<file path="src/rtl/train_pkg.sv">
// Shared state encoding, fixed-point word type and default sizes for the
// training scheduler.
package train_pkg;

    localparam int BITS_DEF = 16;
    localparam int NX_DEF   = 6;

    typedef logic [BITS_DEF-1:0] word_t;

    typedef enum logic [2:0] {
        IDLE,
        TR_ISS,
        TR_WAIT,
        VL_ISS,
        VL_WAIT,
        EP_END,
        FIN
    } state_t;

endpackage

</file>
<file path="src/rtl/sample_buf.sv">
// Sample storage: one entry per sample holding {target, features}.
// Synchronous write, combinational read.
module sample_buf #(
    parameter int DEPTH = 8,
    parameter int W     = 112,
    parameter int AW    = 3
) (
    input  logic          clk,
    input  logic          we,
    input  logic [AW-1:0] waddr,
    input  logic [W-1:0]  wdata,
    input  logic [AW-1:0] raddr,
    output logic [W-1:0]  rdata
);

    logic [W-1:0] mem [DEPTH];

    always_ff @(posedge clk) begin
        if (we) begin
            mem[waddr] <= wdata;
        end
    end

    assign rdata = mem[raddr];

endmodule

</file>
<file path="src/rtl/train_sched.sv">
// Training-run scheduler: buffers samples, then alternates train and validate
// passes over them against an external network until clean or out of epochs.
module train_sched
    import train_pkg::*;
#(
    parameter int NX    = NX_DEF,
    parameter int BITS  = BITS_DEF,
    parameter int DEPTH = 8,
    parameter int EW    = 8,
    parameter int TMO   = 2048
) (
    input  logic                       clk,
    input  logic                       rst_n,
    input  logic                       ld_valid,
    output logic                       ld_ready,
    input  logic [NX*BITS-1:0]         ld_x,
    input  logic [BITS-1:0]            ld_y,
    input  logic                       clr,
    input  logic                       start,
    input  logic [EW-1:0]              max_ep,
    input  logic [BITS-1:0]            lr_in,
    output logic                       net_tr,
    output logic                       net_vl,
    output logic [NX*BITS-1:0]         net_x,
    output logic [BITS-1:0]            net_y,
    output logic [BITS-1:0]            net_lr,
    input  logic                       net_done,
    input  logic                       net_err,
    output logic                       busy,
    output logic                       done,
    output logic                       timeout,
    output logic [EW-1:0]              epoch,
    output logic [$clog2(DEPTH+1)-1:0] errs
);

    localparam int CW = $clog2(DEPTH+1);
    localparam int AW = (DEPTH > 1) ? $clog2(DEPTH) : 1;
    localparam int TW = $clog2(TMO+1);
    localparam int SW = (NX+1)*BITS;

    state_t        state, state_n;
    logic [CW-1:0] count, idx, count_eff;
    logic [EW-1:0] max_ep_q, epoch_inc;
    logic [TW-1:0] tmr;
    logic [SW-1:0] rd_data;
    logic          load_fire, clr_idle, start_ok, last, tmo_hit, in_sample;
    logic          idx_clr, idx_inc, errs_clr, err_inc, ep_inc, to_set;

    sample_buf #(
        .DEPTH (DEPTH),
        .W     (SW),
        .AW    (AW)
    ) u_buf (
        .clk   (clk),
        .we    (load_fire),
        .waddr (count[AW-1:0]),
        .wdata ({ld_y, ld_x}),
        .raddr (idx[AW-1:0]),
        .rdata (rd_data)
    );

    // A load in the same cycle as start is counted so the run includes it.
    assign clr_idle  = clr && (state == IDLE);
    assign load_fire = ld_valid && ld_ready && !clr;
    assign count_eff = clr_idle ? '0 : count + CW'(load_fire);
    assign start_ok  = start && (state == IDLE) && (max_ep != '0) && (count_eff != '0);
    assign last      = (idx == count - CW'(1));
    assign tmo_hit   = (tmr == TW'(TMO - 1));
    assign epoch_inc = (epoch == '1) ? epoch : epoch + EW'(1);

    assign in_sample = (state == TR_ISS) || (state == TR_WAIT) ||
                       (state == VL_ISS) || (state == VL_WAIT);
    assign net_x     = in_sample ? rd_data[NX*BITS-1:0] : '0;
    assign net_y     = in_sample ? rd_data[SW-1 -: BITS] : '0;

    always_comb begin
        state_n  = state;
        ld_ready = 1'b0;
        net_tr   = 1'b0;
        net_vl   = 1'b0;
        done     = 1'b0;
        busy     = (state != IDLE);
        idx_clr  = 1'b0;
        idx_inc  = 1'b0;
        errs_clr = 1'b0;
        err_inc  = 1'b0;
        ep_inc   = 1'b0;
        to_set   = 1'b0;
        case (state)
            IDLE: begin
                ld_ready = (count < CW'(DEPTH));
                if (start_ok) begin
                    idx_clr  = 1'b1;
                    errs_clr = 1'b1;
                    state_n  = TR_ISS;
                end
            end
            TR_ISS: begin
                net_tr  = 1'b1;
                state_n = TR_WAIT;
            end
            TR_WAIT: begin
                if (net_done) begin
                    if (last) begin
                        idx_clr  = 1'b1;
                        errs_clr = 1'b1;
                        state_n  = VL_ISS;
                    end else begin
                        idx_inc = 1'b1;
                        state_n = TR_ISS;
                    end
                end else if (tmo_hit) begin
                    to_set  = 1'b1;
                    state_n = FIN;
                end
            end
            VL_ISS: begin
                net_vl  = 1'b1;
                state_n = VL_WAIT;
            end
            VL_WAIT: begin
                if (net_done) begin
                    err_inc = net_err;
                    if (last) begin
                        state_n = EP_END;
                    end else begin
                        idx_inc = 1'b1;
                        state_n = VL_ISS;
                    end
                end else if (tmo_hit) begin
                    to_set  = 1'b1;
                    state_n = FIN;
                end
            end
            EP_END: begin
                ep_inc = 1'b1;
                if ((errs == '0) || (epoch_inc == max_ep_q)) begin
                    state_n = FIN;
                end else begin
                    idx_clr = 1'b1;
                    state_n = TR_ISS;
                end
            end
            FIN: begin
                done    = 1'b1;
                state_n = IDLE;
            end
            default: state_n = IDLE;
        endcase
    end

    always_ff @(posedge clk) begin
        if (!rst_n) begin
            state    <= IDLE;
            count    <= '0;
            idx      <= '0;
            epoch    <= '0;
            errs     <= '0;
            timeout  <= 1'b0;
            net_lr   <= '0;
            max_ep_q <= '0;
            tmr      <= '0;
        end else begin
            state <= state_n;
            if (clr_idle) begin
                count <= '0;
            end else if (load_fire) begin
                count <= count + CW'(1);
            end
            if (start_ok) begin
                net_lr   <= lr_in;
                max_ep_q <= max_ep;
            end
            if (idx_clr) begin
                idx <= '0;
            end else if (idx_inc) begin
                idx <= idx + CW'(1);
            end
            if (errs_clr) begin
                errs <= '0;
            end else if (err_inc) begin
                errs <= errs + CW'(1);
            end
            if (start_ok) begin
                epoch <= '0;
            end else if (ep_inc) begin
                epoch <= epoch_inc;
            end
            if (start_ok) begin
                timeout <= 1'b0;
            end else if (to_set) begin
                timeout <= 1'b1;
            end
            // Wait states are only entered from their issue state.
            if ((state == TR_ISS) || (state == VL_ISS)) begin
                tmr <= '0;
            end else if ((state == TR_WAIT) || (state == VL_WAIT)) begin
                tmr <= tmr + TW'(1);
            end
        end
    end

endmodule

</file>
<file path="config.mk">
export PLATFORM = sky130hd
export DESIGN_NAME = train_sched
export DESIGN_NICKNAME = d
export VERILOG_FILES = /design/src/rtl/train_pkg.sv /design/src/rtl/sample_buf.sv /design/src/rtl/train_sched.sv
export SDC_FILE = /design/constraint.sdc
export NUM_CORES = 1
export LEC_CHECK = 0
export ABC_AREA = 1
export CAP_MARGIN = 20
export CORE_AREA = 2 2 297 299
export CTS_BUF_LIST = sky130_fd_sc_hd__clkbuf_8
export DETAILED_ROUTE_END_ITERATION = 12
export DIE_AREA = 0 0 299 301
export GPL_ROUTABILITY_DRIVEN = 0
export SYNTH_ARGS = -nofsm -noshare
export SYNTH_HDL_FRONTEND = slang
export SYNTH_SLANG_ARGS = --single-unit
export TNS_END_PERCENT = 10
</file>
<file path="constraint.sdc">
create_clock -name clk -period 15.72 [get_ports clk]
set_clock_uncertainty 0.15 [all_clocks]
set_input_delay 3.144 -clock clk [delete_from_list [all_inputs] [get_ports clk]]
set_output_delay 3.144 -clock clk [all_outputs]
set_load 0.05 [all_outputs]
</file>
==> out/qor_table.md, run 1 <==
| Metric | Reported | Unit |
|---|---|---|
| Outcome | finished clean | - |
| Synthesized netlist net count | 2931 | - |
| Number of setup buffers added after CTS | 0 | - |
| DRC violations left | 0 | - |
| Routed wire length | 99700 | um |
| Root cell of the clock tree | sky130_fd_sc_hd__clkbuf_8 | - |
| Leakage | 14.7 | nW |
| Initial standard-cell utilization of the core | 44.7 | % |
| Part of the power in registers | 49.9 | % |
| Total placed instance area | 42400 | um^2 |
| Number of buffers created by CTS | 158 | - |
| Critical path capture point type | output port | - |
| CTS Hold Buffers Added | 0 | - |
| Post-synth EDFFs | 896 | - |
| Height of the chip | 301 | um |
| Worst reg-to-reg path cell count | 7 | - |
| Minimum setup slack among reg-to-reg paths | 11.55 | ns |
| Final routed wire length divided by cell count | 22.9 | um |
| Worst hold path startpoint | timeout | - |
| Internal cell power | 4.12 | mW |
| Fillcell total | 7263 | - |
| Endpoint with the worst hold slack | timeout | - |
| Clock transition at path regs | 0.06 | ns |
| Reg-to-reg critical path startpoint | state[1] | - |
| Required time worst endpoint | 12.43 | ns |
| Synthesized area per cell | 13.9 | um^2 |
| Final core occ | 52.3 | % |
| Reg2reg end | u_buf.mem[0][12] | - |
| Iter 0 DRT Violations | 1882 | - |
| Maximum number of pins on one net before global-route repair | 252 | - |
| Biggest fanout along the worst timing path | 201 | - |
| Ports placed on the boundary | 289 | - |
| Via count of the first global-routing pass | 25100 | - |
| Gr ovfl total | 0 | - |
| F_max | 0.116 | GHz |
| Die boundary width | 299 | um |
| Count of max-cap constraint violations | 0 | - |
| Flops & latches, synth | 959 | - |
| Die Area | 90000 | um^2 |
| Switching power | 1.63 | mW |
| Hold path depth | 2 | - |
| Worst hold path class | reg2reg | - |
| Share of the yosys chip area belonging to registers | 72.9 | % |
| Count of yosys warnings during synthesis | 0 | - |
| Total negative slack | 0 | ns |
| Port buffer count | 288 | - |
| CP Class | reg2out | - |
| Global-route wire length before repair | 149000 | um |
| Worst-case clock buffer depth | 3 | - |
| Startpoint type of the worst setup path | flip-flop | - |
| Final worst path period share | 54.8 | % |
| Final Cell Area | 45300 | um^2 |
| Number of standard cells in the final layout excluding fillers | 4349 | - |
| Overall routing resource usage | 21.9 | % |
| Synthesized instance count | 2779 | - |
| Final worst path period need | 8.61 | ns |
| Critical path data arrival time | 5.32 | ns |
| Sinks on the clock net | 959 | - |
| Routed via count | 24500 | - |
| Number of nets still failing antenna checks after routing | 0 | - |
| Clock insertion delay at the later pin of the skew report | 0.82 | ns |
| Cell Count Post-Placement | 4062 | - |
| Cts repair resizes | 0 | - |
| Floorplan row count | 108 | - |
| Pwr per Cell Area | 127 | nW/um^2 |
| Area grow syn2layout | 17.1 | % |
| Number of distinct library cell variants in the gate-level netlist after synthesis | 43 | - |
| Layout cell share with drive strength beyond 1 | 17.3 | % |
| Sw Ratio | 28.4 | % |
| Estimated wirelength of the detail-placed design | 51600 | um |
| Setup-failing EPs final | 0 | - |
| Post-synthesis cell area | 38600 | um^2 |
| Prevailing post-synth register cell | sky130_fd_sc_hd__edfxtp_1 | - |
| Relative slew slack | 24.9 | % |
| Area inside the core boundary | 86500 | um^2 |
| TritonCTS clock tree | done | - |
| VDD IR max | 0.0919 | mV |
| Area taken by flip-flops and latches | 28200 | um^2 |
| Vias per cell | 5.64 | - |
| Area taken by multi-input logic gates | 9370 | um^2 |
| Pre-Repair DR Iteration Count | 5 | - |
| FFs w/ async S/R, synth | 0 | % |
| Clock power share | 33.8 | % |
| Unrepaired setup endpoints after global routing | false | - |
| Sum of internal, switching and leakage power | 5.75 | mW |
| Number of antenna violations at the first check in global routing | 11 | - |
| NumNets Final | 3223 | - |
| H-Tree Level Count | 4 | - |
| Least-Margin Pin Slew | 1.13 | ns |
| Relative contribution of combinational cells to total power | 16.4 | % |
| Total count of max-transition violations in the final report | 0 | - |
| Number of hold violations in the final report | 0 | - |
[logic make-up after synthesis]
family / Yosys count / synth area share, %
buffers and inverters: 252 / 3.01
flip-flops: 959 / 72.9
AND/OR/NAND/NOR: 790 / 10.0
AO/OA/AOI/OAI: 753 / 13.4
XOR/XNOR: 16 / 0.363
adder cells (fa/ha/maj): 9 / 0.291
[worst max path at each step]
stage | slack [ns] | endpoint | depth (start not counted) | from
4_1_cts | 7.11 | net_y[14] | 7 | flip-flop
3_3_place_gp | 8.03 | net_y[14] | 7 | flip-flop
5_1_grt | 6.74 | net_y[14] | 8 | flip-flop
3_5_place_dp | 8.02 | net_y[14] | 7 | flip-flop
6_report | 7.11 | net_y[14] | 8 | flip-flop
2_1_floorplan | 3.66 | u_buf.mem[4][0] | 5 | clr
[stage by stage]
stage               setup slack (ns)  hold slack (ns)
floorplan                       3.66            0.294
global placement                8.03            0.314
detailed placement              8.02            0.311
CTS                             7.11            0.328
global route                    6.74            0.342
finish                          7.11            0.322
[Yosys cell counts (3+ instances only)]
master | number | share of area (%)
sky130_fd_sc_hd__edfxtp_1 | 896 | 70
sky130_fd_sc_hd__nor2_1 | 527 | 5.1
sky130_fd_sc_hd__o21ai_0 | 482 | 6.2
sky130_fd_sc_hd__o221a_2 | 171 | 5.0
sky130_fd_sc_hd__clkbuf_1 | 119 | 1.2
sky130_fd_sc_hd__nor3_2 | 112 | 2.9
sky130_fd_sc_hd__nand2_1 | 87 | 0.85
sky130_fd_sc_hd__dfxtp_1 | 63 | 3.3
sky130_fd_sc_hd__o221a_1 | 51 | 1.5
sky130_fd_sc_hd__buf_2 | 50 | 0.65
sky130_fd_sc_hd__inv_1 | 47 | 0.46
sky130_fd_sc_hd__a21oi_1 | 33 | 0.43
sky130_fd_sc_hd__nand3_1 | 23 | 0.30
sky130_fd_sc_hd__buf_6 | 15 | 0.44
sky130_fd_sc_hd__buf_4 | 10 | 0.19
sky130_fd_sc_hd__ha_1 | 9 | 0.29
sky130_fd_sc_hd__nand2_2 | 9 | 0.15
sky130_fd_sc_hd__xor2_1 | 9 | 0.20
sky130_fd_sc_hd__nor3_1 | 8 | 0.10
sky130_fd_sc_hd__inv_2 | 7 | 0.068
sky130_fd_sc_hd__xnor2_1 | 7 | 0.16
sky130_fd_sc_hd__nor2_4 | 6 | 0.17
sky130_fd_sc_hd__a211oi_1 | 5 | 0.097
sky130_fd_sc_hd__nand3b_1 | 4 | 0.078
sky130_fd_sc_hd__nand4_1 | 3 | 0.049
[routing by layer]
layer | track usage, % | part of all wire [%]
met1 | 28.5 | 43
met2 | 36.4 | 49
met3 | 4.75 | 6.3
met4 | 7.19 | 2.1
met5 | 0 | 0.11
[state kept, by name, indices dropped and copies added, names as in the netlist, named ones only]
register,count
count,4
epoch,8
errs,4
idx,4
max_ep_q,8
net_lr,16
state,3
timeout,1
tmr,12
u_buf.mem,896
[critical path: stages, from the launching register on]
cell                              delay [ns]
sky130_fd_sc_hd__dfxtp_4                0.56
sky130_fd_sc_hd__clkinv_8               0.31
sky130_fd_sc_hd__buf_16                 0.54
sky130_fd_sc_hd__buf_4                  0.94
sky130_fd_sc_hd__o21ai_0                0.20
sky130_fd_sc_hd__o22ai_1                0.16
sky130_fd_sc_hd__nor2_1                 0.06
sky130_fd_sc_hd__a311oi_1               0.47
sky130_fd_sc_hd__clkdlybuf4s50_1        0.91
[power by group through the flow]
stage               registers [mW]  clock network (mW)  logic [mW]
finish                        2.87                1.94       0.942
global route                  2.87                2.11        1.01
CTS                           2.87                2.00       0.949
detailed placement            2.92                   0       0.945
global placement              2.92                   0       0.926
floorplan                     2.93                   0       0.627
[area by class of cell]
cell class	count	area share [%]
diodes	4	0.0221
clock inverters	116	1.17
flip-flops and latches	959	62.3
inverters	56	0.509
well taps	1155	3.19
repair buffers	328	7.19
multi-input cells	1568	20.7
clock buffers	163	4.96
[cell usage in the layout (no fill, tap or decap), drive strengths merged]
cell type      instances
a211oi                 5
a21o                   1
a21oi                 33
a311oi                 1
a31o                   1
a31oi                  2
and3                   1
buf                   39
bufinv                 1
clkbuf               164
clkdlybuf4s50        288
clkinv                50
clkinvlp               2
dfxtp                 63
diode                  4
edfxtp               896
ha                     9
inv                  119
nand2                 98
nand3                 23
nand3b                 4
nand4                  5
nor2                 535
nor3                 120
nor3b                  2
o211ai                 1
o21a                   1
o21ai                483
o21bai                 2
o221a                222
o22ai                  1
or2                    2
xnor2                  7
xor2                   9
No activity file was read; power rests on OpenSTA's default activity.
==> run 2: changes to the inputs <==
==> constraint.sdc (replaced) <==
create_clock -name clk -period 8 [get_ports clk]
set_clock_uncertainty 0.15 [all_clocks]
set_input_delay 1.6 -clock clk [delete_from_list [all_inputs] [get_ports clk]]
set_output_delay 1.6 -clock clk [all_outputs]
set_load 0.05 [all_outputs]
==> out/qor_table.md, run 2 (same netlist as run 1, synthesis figures left out) <==
| Metric | Reported | Unit |
|---|---|---|
| Outcome | finished clean | - |
| Initial standard-cell utilization of the core | 44.7 | % |
| Unrepaired setup endpoints after global routing | false | - |
| H-Tree Level Count | 4 | - |
| F_max | 0.156 | GHz |
| Vias per cell | 5.63 | - |
| DRC violations left | 0 | - |
| Routed wire length | 98800 | um |
| TritonCTS clock tree | done | - |
| Commonest non-fill, non-tap cell in the layout | sky130_fd_sc_hd__edfxtp_1 | - |
| Worst hold path class | reg2reg | - |
| Sinks on the clock net | 959 | - |
| Most used cells in the layout excluding fill and tap cells | sky130_fd_sc_hd__edfxtp_1, sky130_fd_sc_hd__nor2_1, sky130_fd_sc_hd__o21ai_0 | - |
| Number of setup buffers added after CTS | 0 | - |
| CP Class | reg2out | - |
| Via count of the first global-routing pass | 25300 | - |
| Startpoint type of the worst setup path | flip-flop | - |
| NumNets Final | 3213 | - |
| Global-route wire length before repair | 149000 | um |
| Final worst path period need | 6.41 | ns |
| Final routed wire length divided by cell count | 22.8 | um |
| Registers with the highest flip-flop counts | u_buf.mem: 896 flops, net_lr: 16 flops, tmr: 12 flops | - |
| Layout cell share with drive strength beyond 1 | 17.4 | % |
| Critical path capture point type | output port | - |
| Least-Margin Pin Slew | 1.24 | ns |
| Flip-flop count of the largest register after layout | 896 | - |
| Root cell of the clock tree | sky130_fd_sc_hd__clkbuf_8 | - |
| Gr ovfl total | 0 | - |
| Estimated wirelength of the detail-placed design | 48500 | um |
| Largest register by flop count | u_buf.mem | - |
| Global routing usage on met1 | 27.9 | % |
| Leakage | 14.6 | nW |
| VDD IR max | 0.128 | mV |
| Maximum number of pins on one net before global-route repair | 245 | - |
| Count of max-cap constraint violations | 0 | - |
| Area inside the core boundary | 86500 | um^2 |
| Clock transition at path regs | 0.07 | ns |
| Routed via count | 24400 | - |
| Final core occ | 52.4 | % |
| Required time worst endpoint | 6.25 | ns |
| Number of buffers created by CTS | 159 | - |
| Number of antenna violations at the first check in global routing | 8 | - |
| Floorplan row count | 108 | - |
| Area grow syn2layout | 17.2 | % |
| Total count of max-transition violations in the final report | 0 | - |
| Overall routing resource usage | 21.7 | % |
| Final worst path period share | 80.1 | % |
| Critical path data arrival time | 4.66 | ns |
| Number of nets still failing antenna checks after routing | 0 | - |
| Worst-case clock buffer depth | 3 | - |
| Relative slew slack | 17.0 | % |
| Sum of internal, switching and leakage power | 11.3 | mW |
| Minimum setup slack among reg-to-reg paths | 3.67 | ns |
| Iter 0 DRT Violations | 1976 | - |
| Pwr per Cell Area | 250 | nW/um^2 |
| Die Area | 90000 | um^2 |
| Ports placed on the boundary | 289 | - |
| Die boundary width | 299 | um |
| Cts repair resizes | 0 | - |
| Setup-failing EPs final | 0 | - |
| Number of hold violations in the final report | 0 | - |
| Pre-Repair DR Iteration Count | 5 | - |
| CTS Hold Buffers Added | 0 | - |
| GRT met3 Usage | 4.41 | % |
| Clock insertion delay at the later pin of the skew report | 0.79 | ns |
| Biggest fanout along the worst timing path | 116 | - |
| Busiest layer in global routing | met2 | - |
| Met2 demand-to-capacity share in global routing | 36.7 | % |
| Height of the chip | 301 | um |
| Port buffer count | 288 | - |
## run 2: cell count changes in the layout (fill, tap and decap cells not counted), sizes merged
cell	change
inv	-23
clkinv	+21
buf	-11
clkinvlp	+3
clkbuf	+2
bufinv	-1
diode	-1
## run 2: per-stage QoR
stage	hold WS, ns	area (um^2)	worst slack [ns]	TNS [ns]	std cells
CTS	0.323	45200	1.54	0	4334
finish	0.319	45300	1.59	0	4339
global placement	0.307	42400	2.43	0	4053
floorplan	0.294	38600	-2.47	-553.97	2779
detailed placement	0.314	42400	2.43	0	4053
global route	0.346	45300	1.28	0	4339
## run 2: per-layer routing
| metal | vias up | part of all wire [%] |
|---|---|---|
| met5 | - | 0.046 |
| met4 | 8 | 2.4 |
| met3 | 180 | 5.7 |
| met2 | 749 | 49 |
| met1 | 12400 | 42 |
| li1 | 11100 | - |
## run 2: worst paths after layout
path | end | depth (start not counted) | start
setup / recovery | net_x[45] | 6 | flip-flop
hold / removal | max_ep_q[7] | 2 | max_ep_q[7]
setup reg to reg | flip-flop | 16 | state[1]
hold reg to reg | max_ep_q[7] | 2 | max_ep_q[7]
## run 2: cell type report
type | instances | area [um^2]
fillers | 7217 | 41200
flip-flops and latches | 959 | 28200
multi-input cells | 1568 | 9380
repair buffers | 317 | 3250
clock buffers | 165 | 2270
well taps | 1155 | 1450
clock inverters | 116 | 522
inverters | 56 | 233
diodes | 3 | 7.51
## run 2: critical path, stage by stage (launching register included)
cell and delay, ns:
sky130_fd_sc_hd__dfxtp_4 0.53, sky130_fd_sc_hd__buf_4 0.56, sky130_fd_sc_hd__buf_4 0.88, sky130_fd_sc_hd__o21ai_0 0.23
sky130_fd_sc_hd__o221a_2 0.34, sky130_fd_sc_hd__nor3_2 0.35, sky130_fd_sc_hd__clkdlybuf4s50_1 0.90
## run 2: report_power, final
part / internal, mW / switching (mW)
Sequential: 5.59 / 0.0357
Clock: 1.91 / 1.91
Combinational: 0.588 / 1.27
